## src/rtl/vs_xform_sched.sv

```systemverilog
// vs_xform_sched: round-robin vertex scheduler driving an external 4x4 matrix-vector datapath.
// Optional macro VS_XFORM_SAT_EN: saturate each result lane to the signed lane range instead of wrapping.
module vs_xform_sched #(
  parameter int FIXED_WIDTH = 16,
  parameter int FRAC_BITS   = 8,
  parameter int NUM_REQ     = 4
) (
  input  logic                        clk,
  input  logic                        rst_n,
  input  logic                        mat_we,
  input  logic [1:0]                  mat_row,
  input  logic [4*FIXED_WIDTH-1:0]    mat_data,
  output logic                        mat_ready,
  input  logic [NUM_REQ-1:0]          req_valid,
  input  logic [NUM_REQ*4*FIXED_WIDTH-1:0] req_vec,
  output logic [NUM_REQ-1:0]          req_ready,
  output logic [4*FIXED_WIDTH-1:0]    dp_a0,
  output logic [4*FIXED_WIDTH-1:0]    dp_a1,
  output logic [4*FIXED_WIDTH-1:0]    dp_a2,
  output logic [4*FIXED_WIDTH-1:0]    dp_a3,
  output logic [FIXED_WIDTH-1:0]      dp_x0,
  output logic [FIXED_WIDTH-1:0]      dp_x1,
  output logic [FIXED_WIDTH-1:0]      dp_x2,
  output logic [FIXED_WIDTH-1:0]      dp_x3,
  input  logic signed [31:0]          dp_y0,
  input  logic signed [31:0]          dp_y1,
  input  logic signed [31:0]          dp_y2,
  input  logic signed [31:0]          dp_y3,
  output logic                        out_valid,
  input  logic                        out_ready,
  output logic [1:0]                  out_id,
  output logic [4*FIXED_WIDTH-1:0]    out_vec,
  output logic [15:0]                 done_cnt
);
  localparam int VW       = 4 * FIXED_WIDTH;
  localparam int LANE_MAX = (1 << (FIXED_WIDTH - 1)) - 1;
  localparam int LANE_MIN = -(1 << (FIXED_WIDTH - 1));

  typedef enum logic [1:0] {IDLE, CALC, OUT} state_t;

  state_t           state_q, state_d;
  logic [VW-1:0]    mat_q [4];
  logic [VW-1:0]    x_q, x_d;
  logic [1:0]       id_q, id_d;
  logic [1:0]       last_q, last_d;
  logic [VW-1:0]    out_vec_q, out_vec_d;
  logic [15:0]      done_q, done_d;
  logic             grant_vld;
  logic [1:0]       grant_idx;
  logic signed [31:0] y_w [4];
  logic [VW-1:0]    lanes_w;

  function automatic logic [VW-1:0] ident_row(input int r);
    logic [VW-1:0] v;
    v = '0;
    v[VW-1-FIXED_WIDTH*r -: FIXED_WIDTH] = FIXED_WIDTH'(1 << FRAC_BITS);
    return v;
  endfunction

  assign y_w[0] = dp_y0;
  assign y_w[1] = dp_y1;
  assign y_w[2] = dp_y2;
  assign y_w[3] = dp_y3;

  genvar gi;
  generate
    for (gi = 0; gi < 4; gi++) begin : g_lane
      logic signed [31:0] sh_w;
      assign sh_w = y_w[gi] >>> FRAC_BITS;
`ifdef VS_XFORM_SAT_EN
      assign lanes_w[VW-1-FIXED_WIDTH*gi -: FIXED_WIDTH] =
        (sh_w > LANE_MAX) ? FIXED_WIDTH'(LANE_MAX) :
        (sh_w < LANE_MIN) ? FIXED_WIDTH'(LANE_MIN) : sh_w[FIXED_WIDTH-1:0];
`else
      logic unused_w;
      assign unused_w = ^sh_w[31:FIXED_WIDTH];
      assign lanes_w[VW-1-FIXED_WIDTH*gi -: FIXED_WIDTH] = sh_w[FIXED_WIDTH-1:0];
`endif
    end
  endgenerate

  // Lowest offset from last_q wins, so the search starts at last_q+1 and last_q itself is tried last.
  always_comb begin
    grant_vld = 1'b0;
    grant_idx = last_q;
    for (int k = NUM_REQ; k >= 1; k--) begin
      if (req_valid[last_q + 2'(k)]) begin
        grant_vld = 1'b1;
        grant_idx = last_q + 2'(k);
      end
    end
  end

  always_comb begin
    state_d   = state_q;
    x_d       = x_q;
    id_d      = id_q;
    last_d    = last_q;
    out_vec_d = out_vec_q;
    done_d    = done_q;
    req_ready = '0;
    case (state_q)
      IDLE: begin
        // A matrix write blocks the grant so the next vertex sees the updated row.
        if (rst_n && !mat_we && grant_vld) begin
          req_ready[grant_idx] = 1'b1;
          x_d     = req_vec[int'(grant_idx)*VW +: VW];
          id_d    = grant_idx;
          last_d  = grant_idx;
          state_d = CALC;
        end
      end
      CALC: begin
        out_vec_d = lanes_w;
        state_d   = OUT;
      end
      OUT: begin
        if (out_ready) begin
          done_d  = done_q + 16'd1;
          state_d = IDLE;
        end
      end
      default: state_d = IDLE;
    endcase
  end

  always_ff @(posedge clk) begin
    if (!rst_n) begin
      state_q   <= IDLE;
      x_q       <= '0;
      id_q      <= '0;
      last_q    <= 2'd3;
      out_vec_q <= '0;
      done_q    <= '0;
      for (int r = 0; r < 4; r++) mat_q[r] <= ident_row(r);
    end else begin
      state_q   <= state_d;
      x_q       <= x_d;
      id_q      <= id_d;
      last_q    <= last_d;
      out_vec_q <= out_vec_d;
      done_q    <= done_d;
      if (state_q == IDLE && mat_we) mat_q[mat_row] <= mat_data;
    end
  end

  assign mat_ready = rst_n && (state_q == IDLE);
  assign out_valid = (state_q == OUT);
  assign out_id    = id_q;
  assign out_vec   = out_vec_q;
  assign done_cnt  = done_q;
  assign dp_a0     = mat_q[0];
  assign dp_a1     = mat_q[1];
  assign dp_a2     = mat_q[2];
  assign dp_a3     = mat_q[3];
  assign dp_x0     = x_q[VW-1 -: FIXED_WIDTH];
  assign dp_x1     = x_q[VW-1-FIXED_WIDTH -: FIXED_WIDTH];
  assign dp_x2     = x_q[VW-1-2*FIXED_WIDTH -: FIXED_WIDTH];
  assign dp_x3     = x_q[FIXED_WIDTH-1:0];
endmodule

```

## config.mk

```make
export PLATFORM = sky130hd
export DESIGN_NAME = vs_xform_sched
export DESIGN_NICKNAME = d
export VERILOG_FILES = /design/src/rtl/vs_xform_sched.sv
export SDC_FILE = /design/constraint.sdc
export NUM_CORES = 1
export LEC_CHECK = 0
export CAP_MARGIN = 20
export CORE_AREA = 2 2 337 339
export CTS_BUF_LIST = sky130_fd_sc_hd__clkbuf_16
export DETAILED_ROUTE_END_ITERATION = 12
export DIE_AREA = 0 0 339 341
export GPL_TIMING_DRIVEN = 1
export PLACE_DENSITY = 0.37
export SLEW_MARGIN = 20
export SYNTH_ARGS = -nofsm -noshare
export SYNTH_HDL_FRONTEND = slang
export SYNTH_SLANG_ARGS = --single-unit
```

## constraint.sdc

```tcl
create_clock -name clk -period 3.9 [get_ports clk]
set_clock_uncertainty 0.05 [all_clocks]
set_input_delay 0.78 -clock clk [delete_from_list [all_inputs] [get_ports clk]]
set_output_delay 0.78 -clock clk [all_outputs]
set_load 0.01 [all_outputs]
```

# Word-level counts from Yosys, hierarchy flattened
# Memory sizes are Yosys's and may differ from the RTL's.
# Index checks and enable logic that the tools add are counted.
[op_classes] shifts=1 magnitude_cmp=6 n_eq_ne=4 reduce_logical=11 add_sub_neg=4 mux=29
[op_table] cell="$shiftx A256 B9 Y64" n=1
[op_table] cell="$mux W64" n=1
[op_table] cell="$reduce_or A64 Y1" n=1
[op_table] cell="$add A16 B1 Y16 const B" n=1
[op_table] cell="$lt A2 B3 Y1 const B" n=5
[op_table] cell="$mux W1" n=14
[op_table] cell="$mux W2" n=6
[op_table] cell="$bmux W1 S2" n=4
[op_table] cell="$mux W4" n=2
[op_table] cell="$pmux W2 S3" n=1
[op_table] cell="$reduce_and A2 Y1" n=3
[op_table] cell="$logic_and A1 B1 Y1" n=5
[op_table] cell="$add A2 B2 Y2 const B" n=2
[op_table] cell="$add A2 B1 Y2 const B" n=1
[op_table] cell="$demux W1 S2" n=1
[op_table] cell="$eq A2 B1 Y1 const B" n=1
[op_table] cell="$eq A2 B2 Y1 const B" n=1
[op_table] cell="$ge A2 B1 Y1 const B" n=1
[op_table] cell="$logic_not A2 Y1" n=1
[op_table] cell="$ne A2 B1 Y1 const B" n=1
[op_table] cell="$ne A2 B2 Y1 const B" n=1
[op_table] cell="$logic_not A1 Y1" n=1
[word_totals] ramBits=256 out_inout_bits=408 mem_count=1 reg_bits=150
[memory_table] name="mat_q" words=4 word_bits=64 rd=4 rd_clocked_by_memory_dff=0 wr=4 line_no="42" source="logic [VW-1:0] mat_q [4];"

# Depth between registers and ports, before layout
[logic_depth] ltp_word=12 mapped_depth=8 mapped_depth_nobuf=6

# Worst setup path before layout
# Ideal clock, no wire load.
[synth_timing] path_type="input to register" startpoint="input rst_n" endpoint="memory mat_q[2][0] (netlist bit), enable pin" path_slack_ns=0.056 path_stages=6 arrival_time_ns=3.361 setup_ns=0.433 path_cell_list="or3b_1 -> inv_1 -> nand2_1 -> nor3b_1 -> buf_2 -> nand2b_1"
[synth_rtl] element="from (decl)" line_no="9" source="input logic rst_n,"
[synth_rtl] element="to (decl)" line_no="42"

# Worst setup path in the final report
[layout_timing] startpoint="input req_valid[3]" endpoint="output req_ready[2]"
[layout_via] elab_chain_cells=11 elab_cells_between_ends=23 classes_between="2 x order compare; 19 x mux; 2 x reduce/logical"
[layout_lines] element="from (decl)" line_no="14" source="input logic [NUM_REQ-1:0] req_valid,"
[layout_lines] element="$bmux W1 S2" line_no="87" source="if (req_valid[last_q + 2'(k)]) begin"
[layout_lines] element="$mux W1 (implied by the code)" line_no="87"
[layout_lines] element="$mux W2 (3 in a row)" line_no="87"
[layout_lines] element="$lt A2 B3 Y1 (implied by the code) or $ge A2 B1 Y1 (tied branches)" line_no="106" source="req_ready[grant_idx] = 1'b1;"
[layout_lines] element="$logic_and A1 B1 Y1 (implied by the code)" line_no="106"
[layout_lines] element="$mux W1 (implied by the code)" line_no="106"
[layout_lines] element="$demux W1 S2" line_no="106"
[layout_lines] element="$mux W4 *" line_no="105" source="if (rst_n && !mat_we && grant_vld) begin"
[layout_lines] element="$mux W4 *" line_no="102" source="case (state_q)"
[layout_lines] element="to (decl)" line_no="16" source="output logic [NUM_REQ-1:0] req_ready,"
# Every way passes the cells marked *; elsewhere a longest branch is shown, timed or not. The select of a mux whose other input is x is not followed.

==> results.toml <==
[run_status]
outcome = "finished, final reports clean"

[clock_tree]
cts.clk_slew.worst_paths_ps = 60
postCtsSetupRepairBufs = 0
insertion_delay_ps = 610
cts.sinks = 406
cts-root-buf = "clkbuf_16"
cts_made_buffers = 53
cts_hold_buf = 0
tritoncts = "done"
cts.repair.resized = 0
max-clock-path-buffers = 3
h-tree-depth = 2

[yosys]
ys_seq_area_share_pct = 60.8
syn_inst = 1474
yosysWarnings = 0
synth-seq-cells = 406
synth.distinct_cells = 45
synth.avg_cell_area_um2 = 11.9
synth_area_um2 = 17600
syn-num-nets = 1933

[finish]
drive_gt1_share_pct = 8.71
mostFrequentLayoutCell = "clkdlybuf4s50_1"
final_cell_mix = "clkdlybuf4s50_1, and2_1, edfxtp_1"
fillers = 11880
nNetsFinal = 2702
area_delta_synth_final_pct = 66.2

[die]
coreArea_um2 = 112000
io-pin-count = 866
die_h_um = 341
rows = 123
fp.dieW_um = 339
start_util_pct = 15.7
dieArea_um2 = 116000

[worst_setup_path]
worstPathArrival_ps = 2830
crit_path_start_kind = "primary input"
reg2reg_depth = 6
required_ps = 3070
path_class = "primary input to output pin"
crit_path_frequent_cell = "clkdlybuf4s50_1"
worstSetupEndpointType = "output pin"
path_max_fanout = 4
crit_chain = "clkdlybuf4s50_1, nor2b_1, nor3b_1, buf_4, nor3_4, and2_1, clkdlybuf4s50_1"
crit_path_top_delay_cell = "clkdlybuf4s50_1"
crit_path_max_incr_delay_ps = 570

[place]
dpl.hpwl_um = 61000
place.gp.congestion = 0.831
place_ws_ps = 260
io_buffers = 801

[routing]
drtPass1Iterations = 5
post_drt_wl_per_cell_um = 22.2
avgViaCountPerCell = 3.88
vias = 14731
detail_route.iter0.violations = 597
ant_nets = 0
finalWirelength_um = 84400
drc_errors = 0

[pwr]
seqPwrFrac_pct = 41.9
static-leakage-power_uw = 0.0106
switchingPower_uw = 3100
power_frac_clock_pct = 41.0
p_int_uw = 8710
cellPowerDensity_nw_per_um2 = 404
power_frac_comb_pct = 17.1
p_sw_share_pct = 26.3
ir_drop_mv = 0.277

[timing]
post-route-period-util_pct = 93.9
finalSetupViolCount = 0
fin_crit_ps = 3660
tns_ps = 0
setup_ws_ps = 237
fmax_mhz = 273
final_max_slew_viol_count = 0
finalHoldViolations = 0
worst_slew_pin_slew_ps = 979
slew_headroom_pct = 34.7
rsz0062_at_grt = "no"

[global_routing]
antenna_found_initial = 34
grt_max_degree = 65
grt_pass1_vias = 15587
grt_first_pass_wirelength_um = 117000
grt_overflow = 0
grt.total_usage_pct = 14.0

[worst_hold_path]
worstHoldPathType = "register to register"
holdPathStages = 2

[run]
cap_viol_max_count = 0
synth_stat cells, drive strengths merged:
master	n	area share (%)
and2	268	9.5
edfxtp	256	44
nand2	203	4.3
dfxtp	150	17
clkbuf	75	1.6
nand4	68	2.4
a21boi	67	2.9
mux2i	65	3.7
a21bo	64	3.6
o211ai	64	3.8
o31ai	64	2.7
buf	48	1.5
nand2b	9	0.32
nor2	8	0.17
nor3	8	0.28
o21ai	8	0.25
xor2	7	0.35
nor2b	5	0.18
xnor2	5	0.25
nand3	4	0.11
nor3b	4	0.17
or3	4	0.17
and3	3	0.11
inv	3	0.064
a21oi	2	0.057
o21a	2	0.085
a21o	1	0.043
and2b	1	0.043
and3b	1	0.057
and4	1	0.050
ha	1	0.071
nor4	1	0.036
o211a	1	0.057
or2	1	0.036
or2b	1	0.043
or3b	1	0.050
worst max-delay path, delay by kind of cell:
family	cells	cell delay, ps
buffers and inverters	3	1280
AND/OR/NAND/NOR	4	770
state kept, by name, indices dropped and copies added, names as in the netlist:
| signal | count |
|---|---|
| done_cnt | 16 |
| last_q | 2 |
| mat_q | 256 |
| out_id | 2 |
| out_vec | 64 |
| state_q | 2 |
| x_q | 64 |
power groups by stage:
stage               clock, uW  sequential (uW)  combinational [uW]
floorplan                   0             5170                 584
global placement            0             5040                2050
detailed placement          0             5040                2060
CTS                      5060             4960                2060
global route             5190             4980                2160
finish                   4850             4950                2020
metrics by stage:
step / instance area (um^2) / hold slack [ps] / instances / total power [uW] / utilization, %
detailed placement: 27500 / 407 / 3688 / 7100 / 24.6
global placement: 27500 / 402 / 3688 / 7090 / 24.6
CTS: 29200 / 415 / 3786 / 12100 / 26.1
finish: 29200 / 410 / 3799 / 11800 / 26.1
floorplan: 17600 / 438 / 1474 / 5760 / -
global route: 29200 / 431 / 3794 / 12300 / 26.1
path summary, 6_finish.rpt:
check | endpoint | startpoint | slack (ps)
min reg2reg | out_vec[3] | out_vec[3] | 410
max | req_ready[2] | req_valid[3] | 240
max reg2reg | mat_q[1][29] | state_q[1] | 1270
min | out_vec[3] | out_vec[3] | 410
cell families (layout without fill, tap and decap cells):
logic type / after synthesis / in the layout / share of synthesized area [%]
muxes: 65 / 65 / 3.70
xor gates and xnor gates: 12 / 12 / 0.598
adders and majority gates: 1 / 1 / 0.0711
DFF: 406 / 406 / 60.8
other: 0 / 13 / 0
buffers and inverters: 126 / 938 / 3.20
AOI/OAI and AO/OA: 273 / 273 / 13.5
and+or+nand+nor: 591 / 591 / 18.1
cell type report:
type | instances | area [um^2] | share of cell area [%]
clock buffer | 53 | 1330 | 4.54
tap | 1500 | 1880 | 6.42
antenna | 13 | 32.5 | 0.111
timing repair buffer | 837 | 8470 | 29.0
sequential | 406 | 10700 | 36.6
inverter | 3 | 11.3 | 0.0385
multi-input combinational | 942 | 6440 | 22.0
clock inverter | 45 | 384 | 1.31
layer usage:
metal,vias to the layer above,wire (um),track usage (%)
li1,6837,-,-
met1,7115,32900,15.6
met2,602,40400,23.4
met3,145,8440,6.44
met4,32,2520,5.01
met5,-,207,0
Power figures use the tool's default switching activity.
